### config.mk
export PLATFORM = sky130hd
export DESIGN_NAME = vid_mem_arbiter_flat
export DESIGN_NICKNAME = d
export VERILOG_FILES = /design/src/rtl/vid_mem_arbiter_if.sv /design/src/rtl/vid_mem_arbiter.sv /design/src/flat_wrapper.sv
export SDC_FILE = /design/constraint.sdc
export NUM_CORES = 1
export LEC_CHECK = 0
export BUFFER_PORTS_ARGS = -buffer_cell sky130_fd_sc_hd__buf_4
export CAP_MARGIN = 20
export CORE_MARGIN = 2
export CORE_UTILIZATION = 54
export DETAILED_ROUTE_END_ITERATION = 16
export PLACE_DENSITY_LB_ADDON = 0.12
export SYNTH_ARGS = -nofsm -noshare
export SYNTH_HDL_FRONTEND = slang
export SYNTH_SLANG_ARGS = --single-unit
export TNS_END_PERCENT = 100
### constraint.sdc
create_clock -name clk -period 9.8 [get_ports clk]
set_input_delay 0.98 -clock clk [delete_from_list [all_inputs] [get_ports clk]]
set_output_delay 0.98 -clock clk [all_outputs]
set_load 0.005 [all_outputs]
### src/rtl/vid_mem_arbiter_if.sv
// rtl/vid_mem_arbiter_if.sv - frame-buffer memory command/beat port shared by the arbiter and memory controller
//   mem_cmd_valid/ready : command handshake
//   mem_cmd_write       : 1 = write burst, 0 = read burst
//   mem_cmd_addr        : burst start byte address
//   mem_cmd_len         : beats per burst minus one
//   mem_wbeat/mem_rbeat : one write beat accepted / one read beat returned
interface vid_mem_arbiter_if #(
    parameter int ADDR_W = 28
);
    logic              mem_cmd_valid;
    logic              mem_cmd_ready;
    logic              mem_cmd_write;
    logic [ADDR_W-1:0] mem_cmd_addr;
    logic [7:0]        mem_cmd_len;
    logic              mem_wbeat;
    logic              mem_rbeat;

    modport master (
        output mem_cmd_valid,
        output mem_cmd_write,
        output mem_cmd_addr,
        output mem_cmd_len,
        input  mem_cmd_ready,
        input  mem_wbeat,
        input  mem_rbeat
    );

    modport slave (
        input  mem_cmd_valid,
        input  mem_cmd_write,
        input  mem_cmd_addr,
        input  mem_cmd_len,
        output mem_cmd_ready,
        output mem_wbeat,
        output mem_rbeat
    );
endinterface

### src/rtl/vid_mem_arbiter.sv
// rtl/vid_mem_arbiter.sv - burst scheduler sharing one frame-buffer port among cmos1, cmos2 and HDMI
//   clk, rst     : clock, synchronous active-high reset
//   req[2:0]     : burst request (0 cmos1 write, 1 cmos2 write, 2 HDMI read)
//   frame_start  : per-requester pulse restarting its address at its base
//   urgent       : HDMI FIFO below low watermark, HDMI takes strict priority
//   grant[2:0]   : one-hot burst owner, held from arbitration through burst_done
//   burst_done   : one-cycle pulse at burst end
//   mem          : memory command/beat port (master side)
module vid_mem_arbiter #(
    parameter int                ADDR_W      = 28,
    parameter int                BURST_LEN   = 16,
    parameter int                BEAT_BYTES  = 32,
    parameter int                FRAME_BYTES = 1280*720*2,
    parameter logic [ADDR_W-1:0] CAM1_BASE   = ADDR_W'('h0),
    parameter logic [ADDR_W-1:0] CAM2_BASE   = ADDR_W'('h0200000),
    parameter logic [ADDR_W-1:0] DISP_BASE   = ADDR_W'('h0400000)
) (
    input  logic                    clk,
    input  logic                    rst,
    input  logic [2:0]              req,
    input  logic [2:0]              frame_start,
    input  logic                    urgent,
    output logic [2:0]              grant,
    output logic                    burst_done,
    vid_mem_arbiter_if.master       mem
);

    typedef enum logic [1:0] {IDLE, CMD, DATA, DONE} state_t;

    localparam logic [ADDR_W-1:0] STEP      = ADDR_W'(BURST_LEN * BEAT_BYTES);
    localparam logic [ADDR_W-1:0] FRAME     = ADDR_W'(FRAME_BYTES);
    localparam logic [8:0]        LAST_BEAT = 9'(BURST_LEN);

    state_t            state;
    state_t            state_nxt;
    logic [1:0]        rr_ptr;
    logic [1:0]        own_idx;
    logic              own_urgent;
    logic [1:0]        win_idx;
    logic              win_urgent;
    logic              win_found;
    logic [1:0]        cand;
    logic              beat_in;
    logic [8:0]        beat_cnt;
    logic [2:0]        pending;
    logic [ADDR_W-1:0] offset [3];

    function automatic logic [ADDR_W-1:0] base_of(input logic [1:0] idx);
        case (idx)
            2'd0:    base_of = CAM1_BASE;
            2'd1:    base_of = CAM2_BASE;
            default: base_of = DISP_BASE;
        endcase
    endfunction

    assign mem.mem_cmd_len = 8'(BURST_LEN - 1);

    // Winner for the next burst: urgent HDMI overrides, otherwise round-robin
    // starting just after the last non-urgent owner.
    always_comb begin
        win_idx    = 2'd0;
        win_urgent = 1'b0;
        win_found  = 1'b0;
        cand       = 2'd0;
        if (urgent && req[2]) begin
            win_idx    = 2'd2;
            win_urgent = 1'b1;
        end else begin
            for (int k = 1; k <= 3; k++) begin
                cand = 2'((int'(rr_ptr) + k) % 3);
                if (!win_found && req[cand]) begin
                    win_idx   = cand;
                    win_found = 1'b1;
                end
            end
        end
    end

    always_comb begin
        state_nxt         = state;
        mem.mem_cmd_valid = 1'b0;
        burst_done        = 1'b0;
        beat_in           = mem.mem_cmd_write ? mem.mem_wbeat : mem.mem_rbeat;
        case (state)
            IDLE: begin
                if (|req) state_nxt = CMD;
            end
            CMD: begin
                mem.mem_cmd_valid = 1'b1;
                if (mem.mem_cmd_ready) state_nxt = DATA;
            end
            DATA: begin
                if (beat_cnt == LAST_BEAT) state_nxt = DONE;
            end
            DONE: begin
                burst_done = 1'b1;
                state_nxt  = IDLE;
            end
            default: state_nxt = IDLE;
        endcase
    end

    always_ff @(posedge clk) begin
        if (rst) state <= IDLE;
        else     state <= state_nxt;
    end

    always_ff @(posedge clk) begin
        if (rst) begin
            grant             <= 3'b000;
            own_idx           <= 2'd0;
            own_urgent        <= 1'b0;
            rr_ptr            <= 2'd2;
            mem.mem_cmd_write <= 1'b0;
            mem.mem_cmd_addr  <= '0;
            beat_cnt          <= 9'd0;
            pending           <= 3'b000;
            for (int i = 0; i < 3; i++) offset[i] <= '0;
        end else begin
            case (state)
                IDLE: begin
                    if (|req) begin
                        grant             <= 3'b001 << win_idx;
                        own_idx           <= win_idx;
                        own_urgent        <= win_urgent;
                        mem.mem_cmd_write <= (win_idx != 2'd2);
                        // A restart arriving with the arbitration edge already points at the base.
                        mem.mem_cmd_addr  <= frame_start[win_idx] ? base_of(win_idx)
                                                                  : base_of(win_idx) + offset[win_idx];
                    end
                end
                CMD: begin
                    if (mem.mem_cmd_ready) beat_cnt <= beat_in ? 9'd1 : 9'd0;
                end
                DATA: begin
                    if (beat_in && beat_cnt != LAST_BEAT) beat_cnt <= beat_cnt + 9'd1;
                end
                DONE: begin
                    grant <= 3'b000;
                    if (!own_urgent) rr_ptr <= own_idx;
                end
                default: ;
            endcase

            for (int i = 0; i < 3; i++) begin
                if (state == DONE && own_idx == 2'(i)) begin
                    if (pending[i] || frame_start[i])   offset[i] <= '0;
                    else if (offset[i] + STEP >= FRAME) offset[i] <= '0;
                    else                                offset[i] <= offset[i] + STEP;
                    pending[i] <= 1'b0;
                end else if ((state == CMD || state == DATA) && own_idx == 2'(i)) begin
                    // The owner's address is in flight; defer the restart to burst end.
                    if (frame_start[i]) pending[i] <= 1'b1;
                end else if (frame_start[i]) begin
                    offset[i] <= '0;
                end
            end
        end
    end

endmodule

### src/flat_wrapper.sv
// flat-port wrapper written by rule: the top's interface ports become plain ports
module vid_mem_arbiter_flat 
#(
    parameter int                ADDR_W      = 28,
    parameter int                BURST_LEN   = 16,
    parameter int                BEAT_BYTES  = 32,
    parameter int                FRAME_BYTES = 1280*720*2,
    parameter logic [ADDR_W-1:0] CAM1_BASE   = ADDR_W'('h0),
    parameter logic [ADDR_W-1:0] CAM2_BASE   = ADDR_W'('h0200000),
    parameter logic [ADDR_W-1:0] DISP_BASE   = ADDR_W'('h0400000)
)
  (clk, rst, req, frame_start, urgent, grant, burst_done, mem_mem_cmd_valid, mem_mem_cmd_write, mem_mem_cmd_addr, mem_mem_cmd_len, mem_mem_cmd_ready, mem_mem_wbeat, mem_mem_rbeat);
  vid_mem_arbiter_if #(.ADDR_W(ADDR_W)) mem_i ();
  input  logic clk;
  input  logic rst;
  input  logic [2:0] req;
  input  logic [2:0] frame_start;
  input  logic urgent;
  output logic [2:0] grant;
  output logic burst_done;
  output wire logic [$bits(mem_i.mem_cmd_valid)-1:0] mem_mem_cmd_valid;
  output wire logic [$bits(mem_i.mem_cmd_write)-1:0] mem_mem_cmd_write;
  output wire logic [$bits(mem_i.mem_cmd_addr)-1:0] mem_mem_cmd_addr;
  output wire logic [$bits(mem_i.mem_cmd_len)-1:0] mem_mem_cmd_len;
  input wire logic [$bits(mem_i.mem_cmd_ready)-1:0] mem_mem_cmd_ready;
  input wire logic [$bits(mem_i.mem_wbeat)-1:0] mem_mem_wbeat;
  input wire logic [$bits(mem_i.mem_rbeat)-1:0] mem_mem_rbeat;
  assign mem_mem_cmd_valid = mem_i.mem_cmd_valid;
  assign mem_mem_cmd_write = mem_i.mem_cmd_write;
  assign mem_mem_cmd_addr = mem_i.mem_cmd_addr;
  assign mem_mem_cmd_len = mem_i.mem_cmd_len;
  assign mem_i.mem_cmd_ready = mem_mem_cmd_ready;
  assign mem_i.mem_wbeat = mem_mem_wbeat;
  assign mem_i.mem_rbeat = mem_mem_rbeat;
  vid_mem_arbiter #(.ADDR_W(ADDR_W), .BURST_LEN(BURST_LEN), .BEAT_BYTES(BEAT_BYTES), .FRAME_BYTES(FRAME_BYTES), .CAM1_BASE(CAM1_BASE), .CAM2_BASE(CAM2_BASE), .DISP_BASE(DISP_BASE)) u_core (.clk(clk), .rst(rst), .req(req), .frame_start(frame_start), .urgent(urgent), .grant(grant), .burst_done(burst_done), .mem(mem_i));
endmodule
Word level (Yosys, flattened, before mapping)
Memories as Yosys holds them, arrays and structs flattened.
Index checks and enable logic that the tools add are counted.
{"block": "totals", "regBits": 51, "mem_bits_rw": 84, "in_bits": 12, "out_inout_bits": 42, "word_cells": 196, "memories": 1}
{"block": "op_classes", "add_sub_neg": 8, "div_mod_pow": 3, "order_cmp": 7, "n_eq_ne": 13, "shift": 1, "n_mux": 106, "bitwise_logic": 13, "reduce_logical": 33}
{"memory": "u_core.offset", "words": 3, "word_bits": 28, "read_ports": 4, "rd_clocked_by_memory_dff": 0, "wr": 3, "line": "vid_mem_arbiter.sv:46", "rtl": "logic [ADDR_W-1:0] offset [3];"}
{"op": "two-way mux 28 bit", "n": 16}
{"op": "modulo 32 x 3 -> 32 bit, second input constant", "n": 3}
{"op": "adder 28 x 10 -> 28 bit, second input constant", "n": 3}
{"op": "greater-or-equal comparator 28 x 21 -> 1 bit, second input constant", "n": 3}
{"op": "two-way mux 1 bit", "n": 72}
{"op": "one-hot mux 23 bit (2 select lines)", "n": 1}
{"op": "adder 28 bit", "n": 1}
{"op": "two-way mux 9 bit", "n": 2}
{"op": "one-hot mux 9 bit (2 select lines)", "n": 1}
{"op": "two-way mux 2 bit", "n": 7}
{"op": "less-than comparator 2 x 3 -> 1 bit, second input constant", "n": 4}
{"op": "OR 1 bit", "n": 12}
{"op": "AND reduction 2 bit", "n": 6}
{"op": "logical AND 1 bit", "n": 10}
{"op": "adder 9 x 1 -> 9 bit, second input constant", "n": 1}
{"op": "== test 9 x 5 -> 1 bit, second input constant", "n": 1}
{"op": "!= test 9 x 5 -> 1 bit, second input constant", "n": 1}
{"op": "binary-select mux 1 bit (select 2 bit)", "n": 4}
{"op": "one-hot mux 2 bit (4 select lines)", "n": 1}
{"op": "adder 2 x 2 -> 3 bit, second input constant", "n": 2}
{"op": "== test 2 x 1 -> 1 bit, second input constant", "n": 3}
{"op": "== test 2 bit, second input constant", "n": 3}
{"op": "zero test 2 bit", "n": 3}
{"op": "!= test 2 x 1 -> 1 bit, second input constant", "n": 3}
{"op": "12 further kinds", "n": 21}

Logic depth before layout (Yosys ltp)
Gate-level depths: netlist (run 1).
{"block": "logic_depth", "depth_word": 21, "mapped_depth": 17}

Worst setup path after synthesis (run 1)
OpenSTA, ideal clock, no wires.
{"block": "synth_path", "path_type": "input port to flip-flop", "start": "input req[2]", "end": "register u_core.mem.mem_cmd_addr[27]", "arrival_time_ps": 3265, "required_ps": 9683, "path_slack_ps": 6418, "cell_stages": 13, "path_buffers": 2, "path_cell_list": "mux2i_1 > nor2_1 > o311ai_2 > and2_4 > buf_6 > clkbuf_1 > nand2_1 > o221a_2 > ha_1 > a21oi_1 > nor3_1 > a21o_1 > a32o_1"}
{"block": "synth_via", "elab_chain_cells": 19, "word_cells_on_any_way": 32}
{"item": "from (decl)", "line": "flat_wrapper.sv:16", "rtl": "input logic [2:0] req;"}
{"item": "binary-select mux 1 bit (select 2 bit)", "line": "vid_mem_arbiter.sv:71", "rtl": "if (!win_found && req[cand]) begin"}
{"item": "two-way mux 1 bit (not written as such)", "line": "vid_mem_arbiter.sv:71"}
{"item": "two-way mux 1 bit", "line": "vid_mem_arbiter.sv:71"}
{"item": "two-way mux 1 bit", "line": "vid_mem_arbiter.sv:65", "rtl": "if (urgent && req[2]) begin"}
{"item": "zero test 1 bit", "line": "vid_mem_arbiter.sv:71"}
{"item": "logical AND 1 bit", "line": "vid_mem_arbiter.sv:71"}
{"item": "two-way mux 1 bit", "line": "vid_mem_arbiter.sv:71"}
{"item": "two-way mux 1 bit", "line": "vid_mem_arbiter.sv:65"}
{"item": "(+3 left out)"}
{"item": "two-way mux 2 bit", "line": "vid_mem_arbiter.sv:65"}
{"item": "== test 2 x 1 -> 1 bit / zero test 2 bit (equally long branches)", "line": "vid_mem_arbiter.sv:49", "rtl": "case (idx)"}
{"item": "one-hot mux 23 bit (2 select lines)", "line": "vid_mem_arbiter.sv:49"}
{"item": "two-way mux 28 bit", "line": "vid_mem_arbiter.sv:122", "rtl": "if (|req) begin"}
{"item": "two-way mux 28 bit", "line": "vid_mem_arbiter.sv:120", "rtl": "case (state)"}
{"item": "two-way mux 28 bit", "line": "vid_mem_arbiter.sv:109", "rtl": "if (rst) begin"}
{"item": "adder 28 bit", "line": "vid_mem_arbiter.sv:129", "rtl": ": base_of(win_idx) + offset[win_idx];"}
{"item": "two-way mux 28 bit", "line": "vid_mem_arbiter.sv:128", "rtl": "mem.mem_cmd_addr <= frame_start[win_idx] ? base_of(win_idx)"}
{"item": "to (signal assigned)", "line": "vid_mem_arbiter.sv:128"}
{"item": "to (decl)", "line": "vid_mem_arbiter_if.sv:21", "rtl": "output mem_cmd_addr,"}
Several ways; a longest one is shown, not always the timed one. The select of a mux whose other input is x is not followed.
A chain may end at the register's enable or synchronous reset.

Worst setup path in the final report (run 1)
{"block": "layout_path", "start": "register u_core.rr_ptr[0]", "end": "register u_core.mem.mem_cmd_addr[27]"}
{"block": "layout_via", "elab_chain_cells": 21, "word_cells_on_any_way": 35}
{"item": "from (decl)", "line": "vid_mem_arbiter.sv:36", "rtl": "logic [1:0] rr_ptr;"}
{"item": "from (signal assigned)", "line": "vid_mem_arbiter.sv:140", "rtl": "if (!own_urgent) rr_ptr <= own_idx;"}
{"item": "adder 2 x 1 -> 3 bit", "line": "vid_mem_arbiter.sv:70", "rtl": "cand = 2'((int'(rr_ptr) + k) % 3);"}
{"item": "modulo 32 x 3 -> 32 bit", "line": "vid_mem_arbiter.sv:70"}
{"item": "binary-select mux 1 bit (select 2 bit)", "line": "vid_mem_arbiter.sv:71"}
{"item": "two-way mux 1 bit (not written as such)", "line": "vid_mem_arbiter.sv:71"}
{"item": "two-way mux 1 bit", "line": "vid_mem_arbiter.sv:71"}
{"item": "two-way mux 1 bit", "line": "vid_mem_arbiter.sv:65"}
{"item": "zero test 1 bit", "line": "vid_mem_arbiter.sv:71"}
{"item": "logical AND 1 bit", "line": "vid_mem_arbiter.sv:71"}
{"item": "(+5 left out)"}
{"item": "two-way mux 2 bit *", "line": "vid_mem_arbiter.sv:65"}
{"item": "== test 2 x 1 -> 1 bit / zero test 2 bit (equally long branches)", "line": "vid_mem_arbiter.sv:49"}
{"item": "one-hot mux 23 bit (2 select lines)", "line": "vid_mem_arbiter.sv:49"}
{"item": "two-way mux 28 bit", "line": "vid_mem_arbiter.sv:122"}
{"item": "two-way mux 28 bit", "line": "vid_mem_arbiter.sv:120"}
{"item": "two-way mux 28 bit", "line": "vid_mem_arbiter.sv:109"}
{"item": "adder 28 bit", "line": "vid_mem_arbiter.sv:129"}
{"item": "two-way mux 28 bit *", "line": "vid_mem_arbiter.sv:128"}
Mark *: on every way between the ends. The rest lies on a longest branch, timed or not. The select of a mux whose other input is x is not followed.

==> impl_metrics.py, run 1 <==
metrics = {
    "grt": {
        "use_met1": 0.317,
        "grt_pass1_wl_um": 20900,
        "use_met2": 0.369,
        "track_usage": 0.234,
        "grt_max_degree": 39,
        "antenna_found_initial": 0,
        "grt.busiest_layer": "met2",
        "grt_pass1_vias": 4222,
        "grt_use_met3": 0.0438,
        "globalRoute.totalOverflow": 0,
    },
    "timing": {
        "final-hold-violation-count": 0,
        "final_max_slew_viol_count": 0,
        "period_minus_slack_ns": 3.62,
        "max_freq_ghz": 0.276,
        "setup_tns_ns": 0,
        "worstMarginPinSlew_ns": 0.923,
        "worst_slack_ns": 6.18,
        "rsz0062_at_grt": "no",
        "setup_viol": 0,
        "max_slew_margin": 0.385,
        "fin_crit_sh": 0.370,
        "skew_ns": 0.00954,
    },
    "pwr": {
        "p_comb_frac": 0.279,
        "power.density_nw_per_um2": 183,
        "power.internal_mw": 0.726,
        "pwr-share-clk": 0.224,
        "p_sw_mw": 0.411,
        "p_leak_nw": 2.29,
        "netSwitchingFraction": 0.361,
        "vdd_drop_max_uv": 106,
        "total_power_mw": 1.14,
        "seqPwrFrac": 0.497,
    },
    "setup_path": {
        "reg2reg_to": "u_core.mem.mem_cmd_addr[27]",
        "regToRegStartpoint": "u_core.rr_ptr[0]",
        "critical_path.max_fanout": 11,
        "slowest_delay_ns": 0.42,
        "ff2ff_setup_slack_ns": 6.18,
        "critPathRequiredTime_ns": 10.08,
        "endpoint_kind": "flip-flop",
        "cp_common_cell": "ha_1",
        "path_delay_family": "compound AO/OA/AOI/OAI gates",
        "worstPathArrival_ns": 3.90,
        "crit_buf_inv": 1,
        "crit_chain": "inv_1, ha_1, mux2i_1, nand3b_1, o31ai_2, nand2_1, o22ai_1, nor2_1, ha_1, ha_1, a21oi_1, nor3_1, a21o_1, a32o_1",
        "crit_type": "flip-flop to flip-flop",
        "cpMaxStageDelayCell": "o31ai_2",
        "reg2reg_depth": 14,
        "worstSetupStartpointType": "flip-flop",
    },
    "cts": {
        "post-cts-setup-buffers": 0,
        "root_buffer": "clkbuf_8",
        "clk_latency_ns": 0.38,
        "cts.clk_slew.worst_paths_ns": 0.10,
        "postCtsHoldBufs": 0,
        "cts_made_buffers": 9,
        "htree_num_levels": 3,
        "cts_sinks": 99,
        "cts_resized": 0,
        "cts_tree": "yes",
        "clockBufferDepth": 2,
    },
    "synthesis": {
        "syn_inst": 630,
        "async_reset_ff_frac": 0,
        "synth_area_per_cell_sq_um": 9.09,
        "ys.flop_type": "edfxtp_1",
        "synth_area_leaders": "edfxtp_1 30%, dfxtp_1 15%, nor2_1 5.2%, nand2_1 4.3%, xnor2_1 3.4%",
        "synth-seq-cells": 99,
        "synth_most_common_cell": "nor2_1",
        "yosys.area.top_type_share": 0.299,
        "ys_seq_area_frac": 0.446,
        "synth_common_cells": "79 x nor2_1, 65 x nand2_1, 57 x edfxtp_1",
        "ys_types": 65,
        "ys.warnings.count": 0,
        "netlist_area_sq_um": 5720,
        "synth_edf_count": 57,
        "synth_top_area_cell": "edfxtp_1",
    },
    "cells_and_area": {
        "finish.utilization": 0.603,
        "layoutNonFillerInstCount": 807,
        "fin_nets": 693,
        "nFillCells": 918,
        "area_growth_pct": 8.70,
        "antenna_cells": 0,
        "multi_input_comb_area_sq_um": 2970,
        "seqCellArea_sq_um": 2550,
        "drive_gt1_frac": 0.0954,
    },
    "route": {
        "routed_wl_um": 13100,
        "drt_pre_antenna_iters": 5,
        "initialDrtViolationCount": 392,
        "drt-wirelength-per-cell_um": 16.3,
        "drc": 0,
        "vias_per_cell": 5.79,
        "vias": 4673,
        "antenna_left": 0,
    },
    "run": {
        "maxCapViolCount": 0,
    },
    "place": {
        "port_buffers": 36,
        "place_congestion": 0.892,
        "dpl_worst_slack_ns": 5.97,
        "place_inst": 791,
        "hpwlAfterDp_um": 9480,
    },
    "floorplan": {
        "core_sq_um": 10300,
        "floorplan.initialDensity": 0.554,
        "ios": 54,
        "row_count": 37,
        "die_h_um": 107,
        "dieWidth_um": 107,
        "die_area_sq_um": 11400,
    },
    "hold_path": {
        "hold_class": "flip-flop to flip-flop",
        "hp-start": "u_core.mem.mem_cmd_addr[9]",
        "whs_endpoint": "u_core.mem.mem_cmd_addr[9]",
        "hold_depth": 2,
    },
    "status": {
        "status": "completed",
    },
}
layer usage:
metal / share of wire / vias to the layer above
met5: 0 / -
met4: 0.030 / 0
met3: 0.045 / 28
met2: 0.46 / 134
met1: 0.46 / 2221
li1: - / 2290
power by group through the flow:
stage / Sequential, mW / Clock (mW) / Combinational (mW)
floorplan: 0.548 / 0 / 0.239
global placement: 0.572 / 0 / 0.306
detailed placement: 0.574 / 0 / 0.314
CTS: 0.565 / 0.261 / 0.316
global route: 0.573 / 0.275 / 0.354
finish: 0.565 / 0.255 / 0.317
how the worst max path moves through the flow:
stage               slack, ns  cells past startpoint                           to             start
floorplan                6.42                     13  u_core.mem.mem_cmd_addr[27]            req[2]
global placement         6.11                     13  u_core.mem.mem_cmd_addr[27]            req[2]
detailed placement       5.97                     13  u_core.mem.mem_cmd_addr[27]            req[2]
CTS                      6.24                     14  u_core.mem.mem_cmd_addr[27]  u_core.rr_ptr[0]
global route             5.94                     13  u_core.mem.mem_cmd_addr[27]  u_core.rr_ptr[0]
finish                   6.18                     14  u_core.mem.mem_cmd_addr[27]  u_core.rr_ptr[0]
cells by family after synthesis:
kind of cell               synth area share
AOI/OAI and AO/OA                     0.157
muxes                                0.0122
buffers and inverters                0.0586
and+or+nand+nor                       0.226
other                               0.00131
adders and majority gates            0.0328
DFF                                   0.446
xor gates and xnor gates             0.0658
worst reg2reg max path, cell delays in order, from the launching register on:
cell and delay, ns:
dfxtp_1 0.37, inv_1 0.07, ha_1 0.38, mux2i_1 0.22, nand3b_1 0.11, o31ai_2 0.42
nand2_1 0.37, o22ai_1 0.24, nor2_1 0.08, ha_1 0.25, ha_1 0.19, a21oi_1 0.28
nor3_1 0.11, a21o_1 0.19, a32o_1 0.25
cells in the final DEF, fill, tap and decap left out, types with 7 or more instances in the layout:
cell type and instances:
clkbuf_8 9, buf_4 36, ha_1 15, nor2_1 79, dfxtp_1 42, nand2_1 65
edfxtp_1 57, xor2_1 21, xnor2_1 22, nand4_1 12, a31oi_1 11, nand3_1 30
or3_1 9, a22oi_1 13, and3_1 14, inv_1 19, nor3_1 14, a21oi_1 31
mux2i_1 7, o21ai_0 18, a21o_1 12, conb_1 38
through the flow:
step,cell area [sq um],hold slack [ns]
2_1_floorplan,5860,0.437
3_3_place_gp,6040,0.443
3_5_place_dp,6040,0.445
4_1_cts,6220,0.463
5_1_grt,6220,0.480
6_report,6220,0.459
area by class of cell:
type                    count  area share
well taps                 136      0.0273
clock inverters             7     0.00945
multi-input cells         500       0.478
flip-flops and latches     99       0.410
repair buffers             36      0.0434
clock buffers               9      0.0199
inverters                  20      0.0121
flip-flops by register name, summed over array words and instances, names as in the netlist:
register and count:
u_core.mem.mem_cmd_write 1, u_core.rr_ptr 2, u_core.grant 3, u_core.own_idx 2, u_core.beat_cnt 9, u_core.mem.mem_cmd_addr 19
u_core.pending 3, u_core.offset 57, u_core.state 2, u_core.own_urgent 1
(Power assumes the default switching activity.)
==> run 2, diff against run 1 <==
- clock period: 9.8 -> 3.1 ns (I/O delays scaled with it)
==> impl_metrics.py, run 2 (synthesized netlist as in run 1, its figures left out) <==
metrics = {
    "cts": {
        "cts_tree": "yes",
        "root_buffer": "clkbuf_8",
        "cts_made_buffers": 9,
        "clk_latency_ns": 0.39,
        "cts.clk_slew.worst_paths_ns": 0.09,
        "clockBufferDepth": 2,
        "htree_num_levels": 3,
        "cts_sinks": 99,
        "postCtsHoldBufs": 0,
    },
    "floorplan": {
        "core_sq_um": 10300,
        "row_count": 37,
        "die_area_sq_um": 11400,
        "floorplan.initialDensity": 0.554,
        "die_h_um": 107,
        "ios": 54,
        "dieWidth_um": 107,
    },
    "pwr": {
        "vdd_drop_max_uv": 395,
        "power.internal_mw": 2.35,
        "power.density_nw_per_um2": 563,
        "pwr-share-clk": 0.207,
        "seqPwrFrac": 0.491,
        "p_sw_mw": 1.28,
        "p_leak_nw": 2.41,
        "p_comb_frac": 0.302,
        "netSwitchingFraction": 0.353,
    },
    "grt": {
        "grt_max_degree": 39,
        "grt_use_met3": 0.0377,
        "use_met2": 0.404,
        "use_met1": 0.326,
        "grt.busiest_layer": "met2",
        "track_usage": 0.245,
        "grt_pass1_vias": 4454,
        "grt_pass1_wl_um": 21900,
        "antenna_found_initial": 0,
        "globalRoute.totalOverflow": 0,
    },
    "setup_path": {
        "critical_path.max_fanout": 5,
        "endpoint_kind": "flip-flop",
        "crit_type": "flip-flop to flip-flop",
        "worstPathArrival_ns": 3.19,
        "slowest_delay_ns": 0.37,
        "crit_chain": "inv_1, ha_4, mux2i_1, nor2_1, o311ai_2, nand2_2, o22ai_1, nor2_1, ha_2, o211ai_1, nand3b_1, and4bb_1, xor2_1, a22o_1",
        "worstSetupStartpointType": "flip-flop",
        "cpMaxStageDelayCell": "o311ai_2",
        "critPathRequiredTime_ns": 3.38,
        "cp_common_cell": "nor2_1",
        "reg2reg_depth": 14,
    },
    "route": {
        "routed_wl_um": 13200,
        "drc": 0,
        "vias": 4746,
        "drt-wirelength-per-cell_um": 15.9,
        "initialDrtViolationCount": 314,
        "antenna_left": 0,
        "vias_per_cell": 5.70,
        "drt_pre_antenna_iters": 4,
    },
    "cells_and_area": {
        "fin_nets": 718,
        "drive_gt1_frac": 0.139,
        "area_growth_pct": 12.7,
        "nFillCells": 905,
        "largest_register_ffs": 57,
        "largestRegisters": "u_core.offset: 57 flops, u_core.mem.mem_cmd_addr: 19 flops, u_core.beat_cnt: 9 flops",
        "regMostFlops": "u_core.offset",
        "layoutNonFillerInstCount": 832,
        "final_cell_mix": "79 x nor2_1, 62 x nand2_1, 61 x buf_4",
        "final_common_cell": "nor2_1",
        "antenna_cells": 0,
    },
    "run": {
        "maxCapViolCount": 0,
    },
    "timing": {
        "max_freq_ghz": 0.343,
        "period_minus_slack_ns": 2.91,
        "final_max_slew_viol_count": 0,
        "final-hold-violation-count": 0,
        "max_slew_margin": 0.380,
        "setup_viol": 0,
        "skew_ns": 0.0134,
        "rsz0062_at_grt": "no",
        "worstMarginPinSlew_ns": 0.930,
        "fin_crit_sh": 0.940,
        "hold_ws_ns": 0.218,
    },
    "place": {
        "port_buffers": 36,
        "place_inst": 814,
        "place_congestion": 0.857,
        "hpwlAfterDp_um": 9700,
    },
    "hold_path": {
        "hold_class": "input port to flip-flop",
        "hold_depth": 3,
    },
    "status": {
        "status": "completed",
    },
}
## run 2: changes by cell type in the layout (fill, tap and decap cells not counted), sizes merged
cell | previous run | this run
inv | 24 | 20
clkinv | 2 | 4
clkbuf | 9 | 11
buf | 36 | 61
## run 2: repair_timing
| item | 4_1_cts | 5_1_grt |
|---|---|---|
| buffers inserted | 0 | 2 |
| endpoints found under the setup margin | 2 | 5 |
| resized for setup | 1 | 13 |
| pin swaps | 0 | 3 |
## run 2: final timing paths
check	startpoint	end	slack (ns)
worst min-delay path	urgent	u_core.own_urgent	0.22
worst max-delay path	u_core.rr_ptr[1]	u_core.mem.mem_cmd_addr[26]	0.19
worst min register to register	u_core.mem.mem_cmd_addr[12]	u_core.mem.mem_cmd_addr[12]	0.46
worst max register to register	u_core.rr_ptr[1]	u_core.mem.mem_cmd_addr[26]	0.19
## run 2: cell type report
class,count,area [sq um],area share
Timing Repair Buffer,61,458,0.0710
Multi-Input combinational cell,500,3030,0.470
Clock buffer,11,131,0.0204
Clock inverter,5,31.3,0.00485
Sequential cell,99,2550,0.396
Tap cell,136,170,0.0264
Inverter,20,77.6,0.0120
## run 2: worst max-delay path, delay by kind of cell (launching register included)
| family | cells | cell delay [ns] |
|---|---|---|
| muxes | 1 | 0.18 |
| DFF | 1 | 0.34 |
| buffers and inverters | 1 | 0.13 |
| xor gates and xnor gates | 1 | 0.16 |
| AOI/OAI and AO/OA | 4 | 0.92 |
| adders and majority gates | 2 | 0.39 |
| and+or+nand+nor | 5 | 0.70 |
## run 2: power by group through the flow
| stage | Sequential [mW] | Combinational, mW | Clock [mW] |
|---|---|---|---|
| 5_1_grt | 1.81 | 1.23 | 0.828 |
| 6_report | 1.79 | 1.10 | 0.751 |
| 2_1_floorplan | 1.73 | 0.757 | 0 |
| 3_3_place_gp | 1.81 | 1.04 | 0 |
| 3_5_place_dp | 1.81 | 1.06 | 0 |
| 4_1_cts | 1.78 | 1.07 | 0.763 |
## run 2: metal layers
layer	share of wire	wire, um
met1	0.46	6110
met2	0.47	6250
met3	0.045	589
met4	0.021	277
met5	0	0
## run 2: metrics by stage
stage | utilization | TNS [ns] | cell area [sq um] | power, mW | worst slack (ns)
CTS | 0.618 | 0 | 6380 | 3.62 | 0.00175
global placement | 0.602 | 0 | 6210 | 2.84 | 0.115
finish | 0.625 | 0 | 6450 | 3.63 | 0.187
floorplan | - | 0 | 5860 | 2.49 | 0.0251
detailed placement | 0.602 | -0.0166 | 6210 | 2.88 | -0.0166
global route | 0.625 | 0 | 6450 | 3.86 | 0.00982
==> run 3, diff against run 2 <==
- ABC_AREA: default -> 1
==> impl_metrics.py, run 3 <==
metrics = {
    "status": {
        "status": "completed",
    },
    "synthesis": {
        "ys_seq_area_frac": 0.432,
        "syn_inst": 707,
        "synth_most_common_cell": "nand2_1",
        "synth_top_area_cell": "edfxtp_1",
        "synth_common_cells": "115 x nand2_1, 85 x inv_1, 71 x nor2_1",
        "ys.flop_type": "edfxtp_1",
        "ys.warnings.count": 0,
        "async_reset_ff_frac": 0,
        "synth_edf_count": 57,
        "synth_area_per_cell_sq_um": 8.35,
        "synth-seq-cells": 99,
        "ys_types": 49,
        "synth_area_leaders": "edfxtp_1 29%, dfxtp_1 14%, nand2_1 7.3%, inv_1 5.4%, nor2_1 4.5%",
        "yosys.area.top_type_share": 0.290,
        "netlist_area_sq_um": 5910,
    },
    "cells_and_area": {
        "regMostFlops": "u_core.offset",
        "multi_input_comb_area_sq_um": 2910,
        "drive_gt1_frac": 0.168,
        "largestRegisters": "u_core.offset: 57 flops, u_core.mem.mem_cmd_addr: 19 flops, u_core.beat_cnt: 9 flops",
        "layoutNonFillerInstCount": 912,
        "finish.utilization": 0.605,
        "fin_nets": 794,
        "area_growth_pct": 10.1,
        "antenna_cells": 0,
        "seqCellArea_sq_um": 2550,
        "largest_register_ffs": 57,
        "final_cell_mix": "115 x nand2_1, 85 x inv_1, 71 x nor2_1",
        "nFillCells": 972,
        "final_common_cell": "nand2_1",
    },
    "floorplan": {
        "die_area_sq_um": 11800,
        "ios": 54,
        "die_h_um": 109,
        "dieWidth_um": 109,
        "floorplan.initialDensity": 0.550,
        "row_count": 38,
        "core_sq_um": 10700,
    },
    "pwr": {
        "vdd_drop_max_uv": 398,
        "p_leak_nw": 2.70,
        "power.density_nw_per_um2": 731,
    },
    "setup_path": {
        "worstSetupStartpointType": "flip-flop",
        "critPathRequiredTime_ns": 3.36,
        "crit_type": "flip-flop to flip-flop",
        "critical_path.max_fanout": 14,
        "regToRegStartpoint": "u_core.rr_ptr[0]",
        "worstPathArrival_ns": 3.09,
        "endpoint_kind": "flip-flop",
        "timing.critical_path.from": "u_core.rr_ptr[0]",
    },
    "route": {
        "drc": 0,
        "vias": 4839,
        "drt-wirelength-per-cell_um": 14.8,
        "vias_per_cell": 5.31,
        "routed_wl_um": 13500,
        "initialDrtViolationCount": 352,
        "drt_pre_antenna_iters": 5,
        "antenna_left": 0,
    },
    "place": {
        "place_congestion": 0.966,
        "hpwlAfterDp_um": 10200,
        "port_buffers": 36,
        "place_inst": 896,
    },
    "grt": {
        "grt_max_degree": 28,
        "globalRoute.totalOverflow": 0,
        "track_usage": 0.241,
        "grt_pass1_vias": 4513,
        "grt_pass1_wl_um": 21700,
        "antenna_found_initial": 0,
    },
    "cts": {
        "clk_latency_ns": 0.39,
        "clockBufferDepth": 2,
        "cts.clk_slew.worst_paths_ns": 0.10,
        "htree_num_levels": 3,
        "cts_made_buffers": 9,
        "cts_sinks": 99,
        "cts_tree": "yes",
        "root_buffer": "clkbuf_8",
    },
    "timing": {
        "period_minus_slack_ns": 2.83,
        "max_slew_margin": 0.598,
        "setup_tns_ns": 0,
        "final-hold-violation-count": 0,
        "final_max_slew_viol_count": 0,
        "fin_crit_sh": 0.912,
        "setup_viol": 0,
        "rsz0062_at_grt": "no",
        "max_freq_ghz": 0.354,
        "skew_ns": 0.0140,
        "worstMarginPinSlew_ns": 0.600,
    },
    "hold_path": {
        "hold_class": "input port to flip-flop",
        "hp-start": "frame_start[0]",
    },
    "run": {
        "maxCapViolCount": 0,
    },
}
[run 3: final timing paths]
path	depth (start not counted)	slack, ns	endpoint
min reg2reg	2	0.46	u_core.pending[1]
max reg2reg	20	0.27	u_core.mem.mem_cmd_addr[25]
max	20	0.27	u_core.mem.mem_cmd_addr[25]
min	3	0.21	u_core.pending[0]
[run 3: timing repair]
action,CTS,global route
resized for setup,0,2
buffers inserted,0,0
setup endpoints to repair,0,4
hold buffers,0,0
[run 3: through the flow]
step | worst slack [ns] | total power [mW] | cell area (sq um) | hold WS, ns
after floorplan | 0.449 | 3.41 | 6040 | 0.427
after global placement | 0.384 | 3.95 | 6330 | 0.439
after detailed placement | 0.255 | 4.00 | 6330 | 0.443
after CTS | 0.236 | 4.76 | 6490 | 0.199
after global routing | 0.0195 | 5.10 | 6500 | 0.208
final | 0.273 | 4.75 | 6500 | 0.211
[run 3: cells by family (layout without fill, tap and decap cells)]
family	after synthesis	in the layout	share of synthesized area
DFF	99	99	0.432
buffers and inverters	127	156	0.0996
adders and majority gates	15	15	0.0318
AOI/OAI and AO/OA	96	96	0.102
xor gates and xnor gates	37	37	0.0549
and+or+nand+nor	330	330	0.277
other	2	38	0.00127
muxes	1	1	0.00169
[run 3: final cells by class]
cell class,count,area share
clock buffers,12,0.0208
multi-input cells,517,0.447
flip-flops and latches,99,0.393
inverters,93,0.0541
clock inverters,4,0.00443
well taps,140,0.0269
repair buffers,47,0.0543
[run 3: routing by layer]
layer  global-route usage  part of all wire
met1                0.308              0.43
met2                0.395              0.47
met3               0.0374             0.058
met4                0.121             0.037
met5                    0                 0
[run 3: report_power, final]
| group | internal [mW] | switching (mW) |
|---|---|---|
| sequential | 1.68 | 0.224 |
| clock | 0.293 | 0.469 |
| combinational | 0.739 | 1.35 |
[run 3: critical path, stage by stage (launching register included)]
cell	delay (ns)
dfxtp_1	0.38
inv_1	0.06
ha_1	0.38
inv_2	0.11
nand2_1	0.06
nand3_1	0.08
nand2_2	0.09
nand3_4	0.12
nor2_4	0.05
nor2_4	0.13
nand2_4	0.14
o22ai_1	0.19
nor2_1	0.06
ha_1	0.21
ha_1	0.18
inv_1	0.07
nand2_1	0.10
nand2_1	0.11
o21ai_1	0.06
nand3_1	0.07
a21oi_1	0.06
